[src/rtl/stream_demux_1to2.sv]
// stream_demux_1to2
// Registered 1-to-2 valid/ready stream demultiplexer. Each upstream word is
// steered by select_i into one of two independent 2-entry FIFOs, so a stalled
// consumer never blocks traffic bound for the other output. ready_o depends
// only on the FIFO count registers and select_i; there is no combinational
// path from either downstream ready to ready_o.
//
// Optional feature: define STREAM_DEMUX_STATS_EN to add the saturating
// per-output delivery counters cnt0_o / cnt1_o.

module stream_demux_1to2 #(
    parameter int size = 32
) (
    input  logic            clk_i,
    input  logic            rst_i,
    input  logic [size-1:0] data_i,
    input  logic            valid_i,
    input  logic            select_i,
    output logic            ready_o,
    output logic [size-1:0] data0_o,
    output logic            valid0_o,
    input  logic            ready0_i,
    output logic [size-1:0] data1_o,
    output logic            valid1_o,
    input  logic            ready1_i
`ifdef STREAM_DEMUX_STATS_EN
    ,
    output logic [15:0]     cnt0_o,
    output logic [15:0]     cnt1_o
`endif
);

    // Output 0 FIFO state
    logic [size-1:0] mem0_r [2];
    logic            wr0_r;
    logic            rd0_r;
    logic [1:0]      count0_r;

    // Output 1 FIFO state
    logic [size-1:0] mem1_r [2];
    logic            wr1_r;
    logic            rd1_r;
    logic [1:0]      count1_r;

    // Handshake decode
    logic            full0_s;
    logic            full1_s;
    logic            ready_s;
    logic            push0_s;
    logic            push1_s;
    logic            pop0_s;
    logic            pop1_s;

    // Decode acceptance and per-output push/pop strobes from the count registers.
    // A full FIFO refuses a word even if it pops this cycle (no bypass path).
    always_comb begin
        full0_s = (count0_r == 2'd2);
        full1_s = (count1_r == 2'd2);
        if (select_i) begin
            ready_s = !full1_s;
        end else begin
            ready_s = !full0_s;
        end
        push0_s = valid_i && ready_s && !select_i;
        push1_s = valid_i && ready_s &&  select_i;
        pop0_s  = (count0_r != 2'd0) && ready0_i;
        pop1_s  = (count1_r != 2'd0) && ready1_i;
    end

    // Output 0 FIFO: storage, wrapping pointers and occupancy count.
    always_ff @(posedge clk_i) begin
        if (rst_i) begin
            mem0_r[0] <= '0;
            mem0_r[1] <= '0;
            wr0_r     <= 1'b0;
            rd0_r     <= 1'b0;
            count0_r  <= 2'd0;
        end else begin
            if (push0_s) begin
                mem0_r[wr0_r] <= data_i;
                wr0_r         <= ~wr0_r;
            end
            if (pop0_s) begin
                rd0_r <= ~rd0_r;
            end
            case ({push0_s, pop0_s})
                2'b10:   count0_r <= count0_r + 2'd1;
                2'b01:   count0_r <= count0_r - 2'd1;
                default: count0_r <= count0_r;
            endcase
        end
    end

    // Output 1 FIFO: storage, wrapping pointers and occupancy count.
    always_ff @(posedge clk_i) begin
        if (rst_i) begin
            mem1_r[0] <= '0;
            mem1_r[1] <= '0;
            wr1_r     <= 1'b0;
            rd1_r     <= 1'b0;
            count1_r  <= 2'd0;
        end else begin
            if (push1_s) begin
                mem1_r[wr1_r] <= data_i;
                wr1_r         <= ~wr1_r;
            end
            if (pop1_s) begin
                rd1_r <= ~rd1_r;
            end
            case ({push1_s, pop1_s})
                2'b10:   count1_r <= count1_r + 2'd1;
                2'b01:   count1_r <= count1_r - 2'd1;
                default: count1_r <= count1_r;
            endcase
        end
    end

    assign ready_o  = ready_s;
    assign valid0_o = (count0_r != 2'd0);
    assign valid1_o = (count1_r != 2'd0);
    assign data0_o  = mem0_r[rd0_r];
    assign data1_o  = mem1_r[rd1_r];

`ifdef STREAM_DEMUX_STATS_EN
    logic [15:0] cnt0_r;
    logic [15:0] cnt1_r;

    // Saturating delivery counters, one per output, stepped on each pop.
    always_ff @(posedge clk_i) begin
        if (rst_i) begin
            cnt0_r <= 16'd0;
            cnt1_r <= 16'd0;
        end else begin
            if (pop0_s && (cnt0_r != 16'hFFFF)) begin
                cnt0_r <= cnt0_r + 16'd1;
            end
            if (pop1_s && (cnt1_r != 16'hFFFF)) begin
                cnt1_r <= cnt1_r + 16'd1;
            end
        end
    end

    assign cnt0_o = cnt0_r;
    assign cnt1_o = cnt1_r;
`endif

endmodule

[config.mk]
export PLATFORM = sky130hd
export DESIGN_NAME = stream_demux_1to2
export DESIGN_NICKNAME = d
export VERILOG_FILES = /design/src/rtl/stream_demux_1to2.sv
export SDC_FILE = /design/constraint.sdc
export NUM_CORES = 1
export LEC_CHECK = 0
export BUFFER_PORTS_ARGS = -buffer_cell sky130_fd_sc_hd__buf_2
export CAP_MARGIN = 20
export CORE_MARGIN = 2
export CORE_UTILIZATION = 40
export DETAILED_ROUTE_END_ITERATION = 8
export SYNTH_ARGS = -nofsm -noshare
export SYNTH_HDL_FRONTEND = slang
export SYNTH_SLANG_ARGS = --single-unit
[constraint.sdc]
create_clock -name clk_i -period 2.5 [get_ports clk_i]
set_input_delay 0.125 -clock clk_i [delete_from_list [all_inputs] [get_ports clk_i]]
set_output_delay 0.125 -clock clk_i [all_outputs]
set_load 0.03 [all_outputs]
Word level (Yosys, flattened, before mapping)
Memories as Yosys holds them, arrays and structs flattened. A register that Yosys moved wholly into a read port is not among the register bits.
Index checks and enable logic that the tools add are counted.
W data, S select, Z words.
{"block": "op_classes", "eq_ne": 6, "reduce_logical": 14, "bitwise": 4, "n_addsub": 4, "muxes": 21}
{"op": "$mux W32", "n": 2}
{"op": "$reduce_or A32 Y1", "n": 2}
{"op": "$mux W1", "n": 17}
{"op": "$eq A2 B2 Y1 const B", "n": 4}
{"op": "$pmux W2 S2", "n": 2}
{"op": "$reduce_bool A2 Y1", "n": 4}
{"op": "$logic_and A1 B1 Y1", "n": 5}
{"op": "$add A2 B1 Y2 const B", "n": 2}
{"op": "$eq A2 B1 Y1 const B", "n": 2}
{"op": "$not A1 Y1", "n": 4}
{"op": "$sub A2 B1 Y2 const B", "n": 2}
{"op": "$logic_not A1 Y1", "n": 3}
{"block": "word_totals", "word_cells": 57, "reg_bits": 8, "ram_bits": 128, "n_memories": 2, "inputBits": 38}
{"memory": "mem0_r", "depth": 2, "word_bits": 32, "rd": 1, "rd_ports_with_merged_regs": 1, "wr": 2, "line_no": "34", "text": "logic [size-1:0] mem0_r [2];"}
{"memory": "mem1_r", "depth": 2, "word_bits": 32, "rd": 1, "rd_ports_with_merged_regs": 1, "wr": 2, "line_no": "40", "text": "logic [size-1:0] mem1_r [2];"}

Logic depth before layout (Yosys ltp)
Gate-level depths: netlist of the first run.
{"block": "depth", "depth_word": 10, "mapped_depth": 7, "ltp_nobuf": 6}

Worst setup path before layout of the first run
OpenSTA, ideal clock, no wires.
{"block": "synth_timing", "path_type": "flip-flop to flip-flop", "from": "register count1_r[0]", "to": "memory mem1_r[0][0] (enable)", "t_arrival_ns": 2.194, "stages_incl_launch_ff": 4, "required_ns": 2.072, "synth_period_minus_slack_ns": 2.622, "n_path_buf": 0, "setup_time_ns": 0.428, "path_slack_ns": -0.122, "cell_sequence": "dfxtp_1 > nand2b_1 > nand3_1 > o21bai_1"}
{"item": "from (decl)", "line_no": "43", "text": "logic [1:0] count1_r;"}
{"item": "from (signal assigned)", "line_no": "111", "text": "2'b10: count1_r <= count1_r + 2'd1;"}
{"item": "from (signal assigned)", "line_no": "112", "text": "2'b01: count1_r <= count1_r - 2'd1;"}
{"item": "from (signal assigned)", "line_no": "113", "text": "default: count1_r <= count1_r;"}
{"item": "to (decl)", "line_no": "40"}

==> results of run 1 <==
[kinds of logic (layout without fill, tap and decap cells)]
| group | after synthesis | after routing | share of synthesized area |
|---|---|---|---|
| buffers and inverters | 22 | 148 | 0.0176 |
| AO/OA/AOI/OAI | 12 | 12 | 0.0139 |
| AND/OR/NAND/NOR | 152 | 152 | 0.165 |
| multiplexers | 65 | 65 | 0.121 |
| other | 0 | 2 | 0 |
| flip-flops | 138 | 138 | 0.669 |
| XOR/XNOR | 6 | 6 | 0.00870 |
| adder cells (fa/ha/maj) | 2 | 2 | 0.00414 |
[registers in the layout (all words and copies together), names as in the netlist, named ones only]
register / flops
mem0_r: 64
mem1_r: 64
count0_r: 2
count1_r: 2
rd0_r: 1
rd1_r: 1
wr0_r: 1
wr1_r: 1
[power by group through the flow]
stage	sequential, W	clock (W)	combinational (W)
detailed placement	0.00295	0	0.00195
global placement	0.00294	0	0.00194
floorplan	0.00289	0	0.00145
finish	0.00290	0.00255	0.00193
global route	0.00293	0.00268	0.00207
CTS	0.00291	0.00259	0.00196
[metal layers]
metal	global-route usage	part of all wire
met2	0.260	0.49
met5	0	0
met1	0.198	0.45
met3	0.0510	0.045
met4	0.0582	0.015
[cells in the final DEF (no fill, tap or decap), types with 3 or more instances in the layout]
| master | netlist | routed |
|---|---|---|
| sky130_fd_sc_hd__xnor2_1 | 4 | 4 |
| sky130_fd_sc_hd__dfxtp_1 | 10 | 8 |
| sky130_fd_sc_hd__mux2_1 | 4 | 4 |
| sky130_fd_sc_hd__buf_4 | 0 | 8 |
| sky130_fd_sc_hd__clkinv_2 | 0 | 5 |
| sky130_fd_sc_hd__mux2_2 | 60 | 60 |
| sky130_fd_sc_hd__buf_2 | 13 | 104 |
| sky130_fd_sc_hd__buf_12 | 0 | 3 |
| sky130_fd_sc_hd__nor2_1 | 6 | 6 |
| sky130_fd_sc_hd__clkbuf_16 | 0 | 17 |
| sky130_fd_sc_hd__nor2b_1 | 4 | 4 |
| sky130_fd_sc_hd__edfxtp_1 | 128 | 128 |
| sky130_fd_sc_hd__and2_1 | 128 | 128 |
| sky130_fd_sc_hd__bufinv_16 | 0 | 3 |
[final cells by class]
class | count | share of cell area
sequential | 138 | 0.543
multi-input combinational | 237 | 0.257
timing repair buffer | 116 | 0.0879
clock buffer | 20 | 0.0613
tap | 184 | 0.0309
clock inverter | 12 | 0.0198
antenna | 2 | 0.000671
[worst max path at each step]
stage                     slack, ps  cells past startpoint         from            end
after detailed placement        510                      3  count1_r[0]  mem1_r[1][26]
final                           590                      3    flip-flop    data0_o[19]
after CTS                       490                      3  count1_r[0]  mem1_r[1][26]
after floorplan                 550                      3  count1_r[0]   mem1_r[0][0]
after global routing            480                      4  count1_r[0]   mem1_r[0][1]
after global placement          590                      4        rst_i  mem1_r[1][28]
[critical path, stage by stage (launching register included)]
cell and delay (ps):
sky130_fd_sc_hd__dfxtp_2 570, sky130_fd_sc_hd__buf_12 230, sky130_fd_sc_hd__mux2_2 380, sky130_fd_sc_hd__buf_2 180
[through the flow]
stage / setup slack, ps / cells / instance area, um^2 / utilization
finish: 590 / 709 / 7460 / 0.509
global route: 479 / 707 / 7450 / 0.509
CTS: 495 / 706 / 7440 / 0.508
detailed placement: 507 / 674 / 6830 / 0.467
global placement: 586 / 674 / 6830 / 0.467
floorplan: 547 / 397 / 6050 / -
==> impl_metrics.sql, run 1 <==
INSERT INTO impl_metrics (metric_group, metric, value, unit) VALUES
('timing', 'hold_ws', '22.1', 'ps'),
('clock_tree', 'cts_num_sinks', '138', ''),
('global_route', 'grt_antenna_before_repair', '1', ''),
('synth', 'netlist_top_cells_area', 'sky130_fd_sc_hd__edfxtp_1, sky130_fd_sc_hd__and2_1, sky130_fd_sc_hd__mux2_2', ''),
('worst_setup_path', 'critPathRequiredTime', '2380', 'ps'),
('clock_tree', 'cts-root-buf', 'sky130_fd_sc_hd__clkbuf_16', ''),
('timing', 'setup_violators_final', '0', ''),
('cells_and_area', 'area_growth_syn_to_layout', '23.4', '%'),
('min_path', 'min_delay_path_class', 'input port to flip-flop', ''),
('cells_and_area', 'area_occupied_by_multi_input_gates', '0.00191', 'mm^2'),
('synth', 'sequential_element_share_of_the_synthesized_area', '0.669', ''),
('timing', 'fin_crit_sh', '0.764', ''),
('clock_tree', 'clk_pin_slew', '60', 'ps'),
('floorplan', 'die_x', '127', 'um'),
('synth', 'mappedNetlistArea', '0.00604', 'mm^2'),
('floorplan', 'core_area', '0.0146', 'mm^2'),
('pwr', 'clockPowerShare', '0.345', ''),
('timing', 'slew-limit-headroom', '0.587', ''),
('detailed_routing', 'via_density_per_instance', '4.87', ''),
('status', 'outcome', 'complete, no violations', ''),
('min_path', 'hp_start', 'data_i[29]', ''),
('detailed_routing', 'route.antenna.remaining_nets', '0', ''),
('synth', 'synthFlopType', 'sky130_fd_sc_hd__edfxtp_1', ''),
('floorplan', 'start_util', '0.413', ''),
('pwr', 'comb_power_share', '0.261', ''),
('synth', 'postSynth.asyncResetShare', '0', ''),
('pwr', 'worst_ir_drop_vdd', '564', 'uV'),
('synth', 'synth_top_area_share', '0.636', ''),
('worst_setup_path', 'reg2reg_setup_slack', '640', 'ps'),
('min_path', 'hold-path-endpoint', 'mem0_r[1][29]', ''),
('pwr', 'p_total', '0.00737', 'W'),
('timing', 'achievable-frequency', '524', 'MHz'),
('detailed_routing', 'drc', '0', ''),
('detailed_routing', 'average_wire_per_standard_cell', '17.1', 'um'),
('timing', 'final_max_slew_viol_count', '0', ''),
('worst_setup_path', 'timing.critical_path.to_type', 'output pin', ''),
('worst_setup_path', 'reg2reg_to', 'mem1_r[0][1]', ''),
('worst_setup_path', 'ff2ff_path_depth', '4', ''),
('synth', 'yosys-top-cells-count', 'sky130_fd_sc_hd__and2_1, sky130_fd_sc_hd__edfxtp_1, sky130_fd_sc_hd__mux2_2', ''),
('pwr', 'p_int', '0.00511', 'W'),
('timing', 'final_period_minus_worst_setup_slack', '1910', 'ps'),
('clock_tree', 'cts-hold-fix-buffers', '0', ''),
('clock_tree', 'clock_tree.htree_level_count', '4', ''),
('detailed_routing', 'drt_first_iter_violations', '222', ''),
('worst_setup_path', 'timing.critical_path.from_type', 'flip-flop', ''),
('cells_and_area', 'fillCellCount', '1271', ''),
('timing', 'clock-skew-final', '7.75', 'ps'),
('min_path', 'hold_path_depth', '2', ''),
('detailed_routing', 'drt_pass1_iterations', '4', ''),
('timing', 'hold_viol_final', '0', ''),
('placement', 'port_buffers', '104', ''),
('floorplan', 'cell_rows', '44', ''),
('clock_tree', 'post_cts.repair.setup_buffers', '0', ''),
('synth', 'yosys.area.top_type', 'sky130_fd_sc_hd__edfxtp_1', ''),
('synth', 'number_of_storage_elements_in_the_synthesis_netlist', '138', ''),
('cells_and_area', 'register_area', '0.00405', 'mm^2'),
('pwr', 'p_switching', '0.00226', 'W'),
('floorplan', 'floorplan.die_area', '0.0161', 'mm^2'),
('detailed_routing', 'wl', '12100', 'um'),
('synth', 'synthesis.yosys.warnings', '0', ''),
('worst_setup_path', 'worstReg2RegStart', 'count1_r[0]', ''),
('pwr', 'power_per_cell_area', '989', 'mW/mm^2'),
('cells_and_area', 'drive_above_1_share', '0.421', ''),
('clock_tree', 'clock_buffer_count_from_cts', '17', ''),
('timing', 'tightest_slew', '614', 'ps'),
('clock_tree', 'clkLatencyLatePin', '420', 'ps'),
('timing', 'setup-tns-final', '0', 'ps'),
('global_route', 'grt_util_all_layers', '0.159', ''),
('pwr', 'proportion_of_power_drawn_by_flip_flops_and_latches', '0.393', ''),
('clock_tree', 'clk_path_buf_depth', '2', ''),
('worst_setup_path', 'arrival', '1780', 'ps');
Note: power is estimated with default switching activity, not from simulation.
==> inputs of run 2 (changes only) <==
clock period = 1.7 ns   (was 2.5 ns; I/O delays follow)
==> impl_metrics.sql, run 2 (synthesis results as in run 1) <==
INSERT INTO impl_metrics (metric_group, metric, value, unit) VALUES
('status', 'outcome', 'complete, no violations', ''),
('clock_tree', 'clk_path_buf_depth', '2', ''),
('global_route', 'overflow', '0', ''),
('clock_tree', 'clk_pin_slew', '60', 'ps'),
('global_route', 'global_route_wire_length_before_repair', '20100', 'um'),
('clock_tree', 'clock_tree.htree_level_count', '4', ''),
('cells_and_area', 'register_area', '0.00405', 'mm^2'),
('timing', 'slew-limit-headroom', '0.561', ''),
('pwr', 'comb_power_share', '0.277', ''),
('floorplan', 'core_area', '0.0146', 'mm^2'),
('worst_setup_path', 'timing.critical_path.to_type', 'output pin', ''),
('floorplan', 'die_span_y', '127', 'um'),
('cells_and_area', 'post_route_cell_area', '0.00797', 'mm^2'),
('worst_setup_path', 'ff2ff_path_depth', '4', ''),
('pwr', 'p_int', '0.00794', 'W'),
('min_path', 'min_delay_path_class', 'input port to flip-flop', ''),
('clock_tree', 'tritoncts', 'done', ''),
('worst_setup_path', 'cp.depth', '3', ''),
('cells_and_area', 'drive_above_1_share', '0.411', ''),
('detailed_routing', 'via_count', '3609', ''),
('floorplan', 'top_level_pins', '105', ''),
('placement', 'post-place-ws', '13.8', 'ps'),
('worst_setup_path', 'path_buf_inv', '2', ''),
('detailed_routing', 'via_density_per_instance', '4.82', ''),
('worst_setup_path', 'crit_path_cell_trace', 'buf_12 -> mux2_2 -> buf_2', ''),
('worst_setup_path', 'arrival', '1540', 'ps'),
('placement', 'port_buffers', '104', ''),
('timing', 'final_max_slew_viol_count', '0', ''),
('timing', 'setup-tns-final', '0', 'ps'),
('floorplan', 'start_util', '0.413', ''),
('pwr', 'total_leakage_power', '3.28', 'nW'),
('timing', 'clock-skew-final', '8.52', 'ps'),
('global_route', 'grt_util_all_layers', '0.166', ''),
('pwr', 'worst_ir_drop_vdd', '1040', 'uV'),
('cells_and_area', 'area_growth_syn_to_layout', '31.9', '%'),
('detailed_routing', 'average_wire_per_standard_cell', '17.1', 'um'),
('timing', 'hold_viol_final', '0', ''),
('pwr', 'p_switching', '0.00336', 'W'),
('timing', 'tightest_slew', '654', 'ps'),
('pwr', 'power_per_cell_area', '1420', 'mW/mm^2'),
('cells_and_area', 'num-nets-final', '592', ''),
('run', 'drv.max_cap_violation_count', '0', ''),
('worst_setup_path', 'worst_path_largest_cell_delay', '410', 'ps'),
('timing', 'setup_ws', '70.3', 'ps'),
('cells_and_area', 'num_antenna_cells', '0', ''),
('pwr', 'clockPowerShare', '0.346', ''),
('timing', 'final_period_minus_worst_setup_slack', '1630', 'ps'),
('detailed_routing', 'route.antenna.remaining_nets', '0', ''),
('worst_setup_path', 'reg2reg_setup_slack', '110', 'ps'),
('clock_tree', 'cts-root-buf', 'sky130_fd_sc_hd__clkbuf_16', ''),
('worst_setup_path', 'worst_path_dominant_cell_family', 'flip-flops', ''),
('cells_and_area', 'area_occupied_by_multi_input_gates', '0.00192', 'mm^2'),
('timing', 'rsz0062_at_grt', 'false', ''),
('global_route', 'grt_max_degree', '33', ''),
('pwr', 'proportion_of_power_drawn_by_flip_flops_and_latches', '0.377', ''),
('global_route', 'grt_antenna_before_repair', '0', ''),
('global_route', 'first_global_vias', '3815', ''),
('cells_and_area', 'fillCellCount', '1232', ''),
('timing', 'achievable-frequency', '614', 'MHz'),
('min_path', 'hold_path_depth', '2', ''),
('worst_setup_path', 'critPathRequiredTime', '1620', 'ps'),
('cells_and_area', 'largest_registers', 'mem0_r (64), mem1_r (64)', ''),
('placement', 'cell_area_reported_after_detailed_placement', '0.00697', 'mm^2'),
('placement', 'place.gp.congestion', '0.698', ''),
('clock_tree', 'clkLatencyLatePin', '410', 'ps'),
('clock_tree', 'clock_buffer_count_from_cts', '17', ''),
('timing', 'setup_violators_final', '0', ''),
('timing', 'fin_crit_sh', '0.959', ''),
('worst_setup_path', 'crit_path_top_delay_cell', 'sky130_fd_sc_hd__dfxtp_4', ''),
('worst_setup_path', 'timing.critical_path.from_type', 'flip-flop', ''),
('clock_tree', 'cts_num_sinks', '138', ''),
('worst_setup_path', 'timing.critical_path.fanout_max', '13', ''),
('floorplan', 'die_x', '127', 'um'),
('detailed_routing', 'drt_first_iter_violations', '162', ''),
('placement', 'dp_hpwl', '8180', 'um'),
('floorplan', 'cell_rows', '44', ''),
('pwr', 'power.switching_fraction', '0.297', ''),
('cells_and_area', 'mostFrequentLayoutCells', 'sky130_fd_sc_hd__and2_1, sky130_fd_sc_hd__edfxtp_1, sky130_fd_sc_hd__buf_2, sky130_fd_sc_hd__mux2_2, sky130_fd_sc_hd__dlygate4sd3_1', ''),
('floorplan', 'floorplan.die_area', '0.0161', 'mm^2'),
('detailed_routing', 'wl', '12800', 'um'),
('cells_and_area', 'finalCoreUtilization', '0.544', ''),
('worst_setup_path', 'critPathKind', 'flip-flop to output pin', ''),
('detailed_routing', 'drc', '0', ''),
('detailed_routing', 'drt_pass1_iterations', '4', '');
run 2: cell types whose count changed in the layout (fill, tap and decap cells not counted), sizes merged:
cell	change
dlygate4sd3	+31
clkinv	-2
buf	+11
bufinv	+2
diode	-2
clkbuf	-1
clkinvlp	+1
run 2: cell type report:
| cell class | count | area share |
|---|---|---|
| clock buffer | 19 | 0.0543 |
| timing repair buffer | 158 | 0.143 |
| clock inverter | 13 | 0.0251 |
| multi-input combinational | 237 | 0.241 |
| sequential | 138 | 0.508 |
| tap | 184 | 0.0289 |
run 2: power by group through the flow:
| stage | combinational (W) | clock (W) | sequential (W) |
|---|---|---|---|
| final | 0.00313 | 0.00391 | 0.00426 |
| after global routing | 0.00332 | 0.00412 | 0.00430 |
| after CTS | 0.00317 | 0.00398 | 0.00426 |
| after detailed placement | 0.00300 | 0 | 0.00433 |
| after global placement | 0.00297 | 0 | 0.00431 |
| after floorplan | 0.00214 | 0 | 0.00424 |
run 2: stage by stage:
| step | total power, W | instances | hold WS, ps |
|---|---|---|---|
| 3_3_place_gp | 0.00727 | 683 | 394 |
| 6_report | 0.0113 | 749 | 14.2 |
| 4_1_cts | 0.0114 | 749 | 0.243 |
| 5_1_grt | 0.0117 | 749 | 23.2 |
| 3_5_place_dp | 0.00733 | 683 | 403 |
| 2_1_floorplan | 0.00638 | 397 | 283 |
run 2: repair_timing:
action / 4_1_cts / 5_1_grt
buffers inserted: 2 / 0
resized for setup: 3 / 3
endpoints found under the hold margin: 111 / 0
pin swaps: 1 / 1
gates cloned: 1 / 0
setup endpoints to repair: 30 / 73
hold buffers: 31 / 0
run 2: path summary, 6_finish.rpt:
path | from | to
min | data_i[18] | mem1_r[1][18]
max reg2reg | count0_r[1] | mem0_r[1][17]
min reg2reg | rd0_r | flip-flop
max | flip-flop | data1_o[23]
run 2: routing by layer:
metal / vias up / track usage / wire length, um
li1: 1731 / - / -
met1: 1778 / 0.207 / 5590
met2: 87 / 0.283 / 6470
met5: - / 0 / 0
met3: 13 / 0.0464 / 568
met4: 0 / 0.0524 / 144
run 2: worst register-to-register path: stages (launching register included):
cell,delay (ps)
sky130_fd_sc_hd__dfxtp_1,310
sky130_fd_sc_hd__nor2b_2,190
sky130_fd_sc_hd__nor4b_4,570
sky130_fd_sc_hd__buf_12,250
sky130_fd_sc_hd__and2_1,150
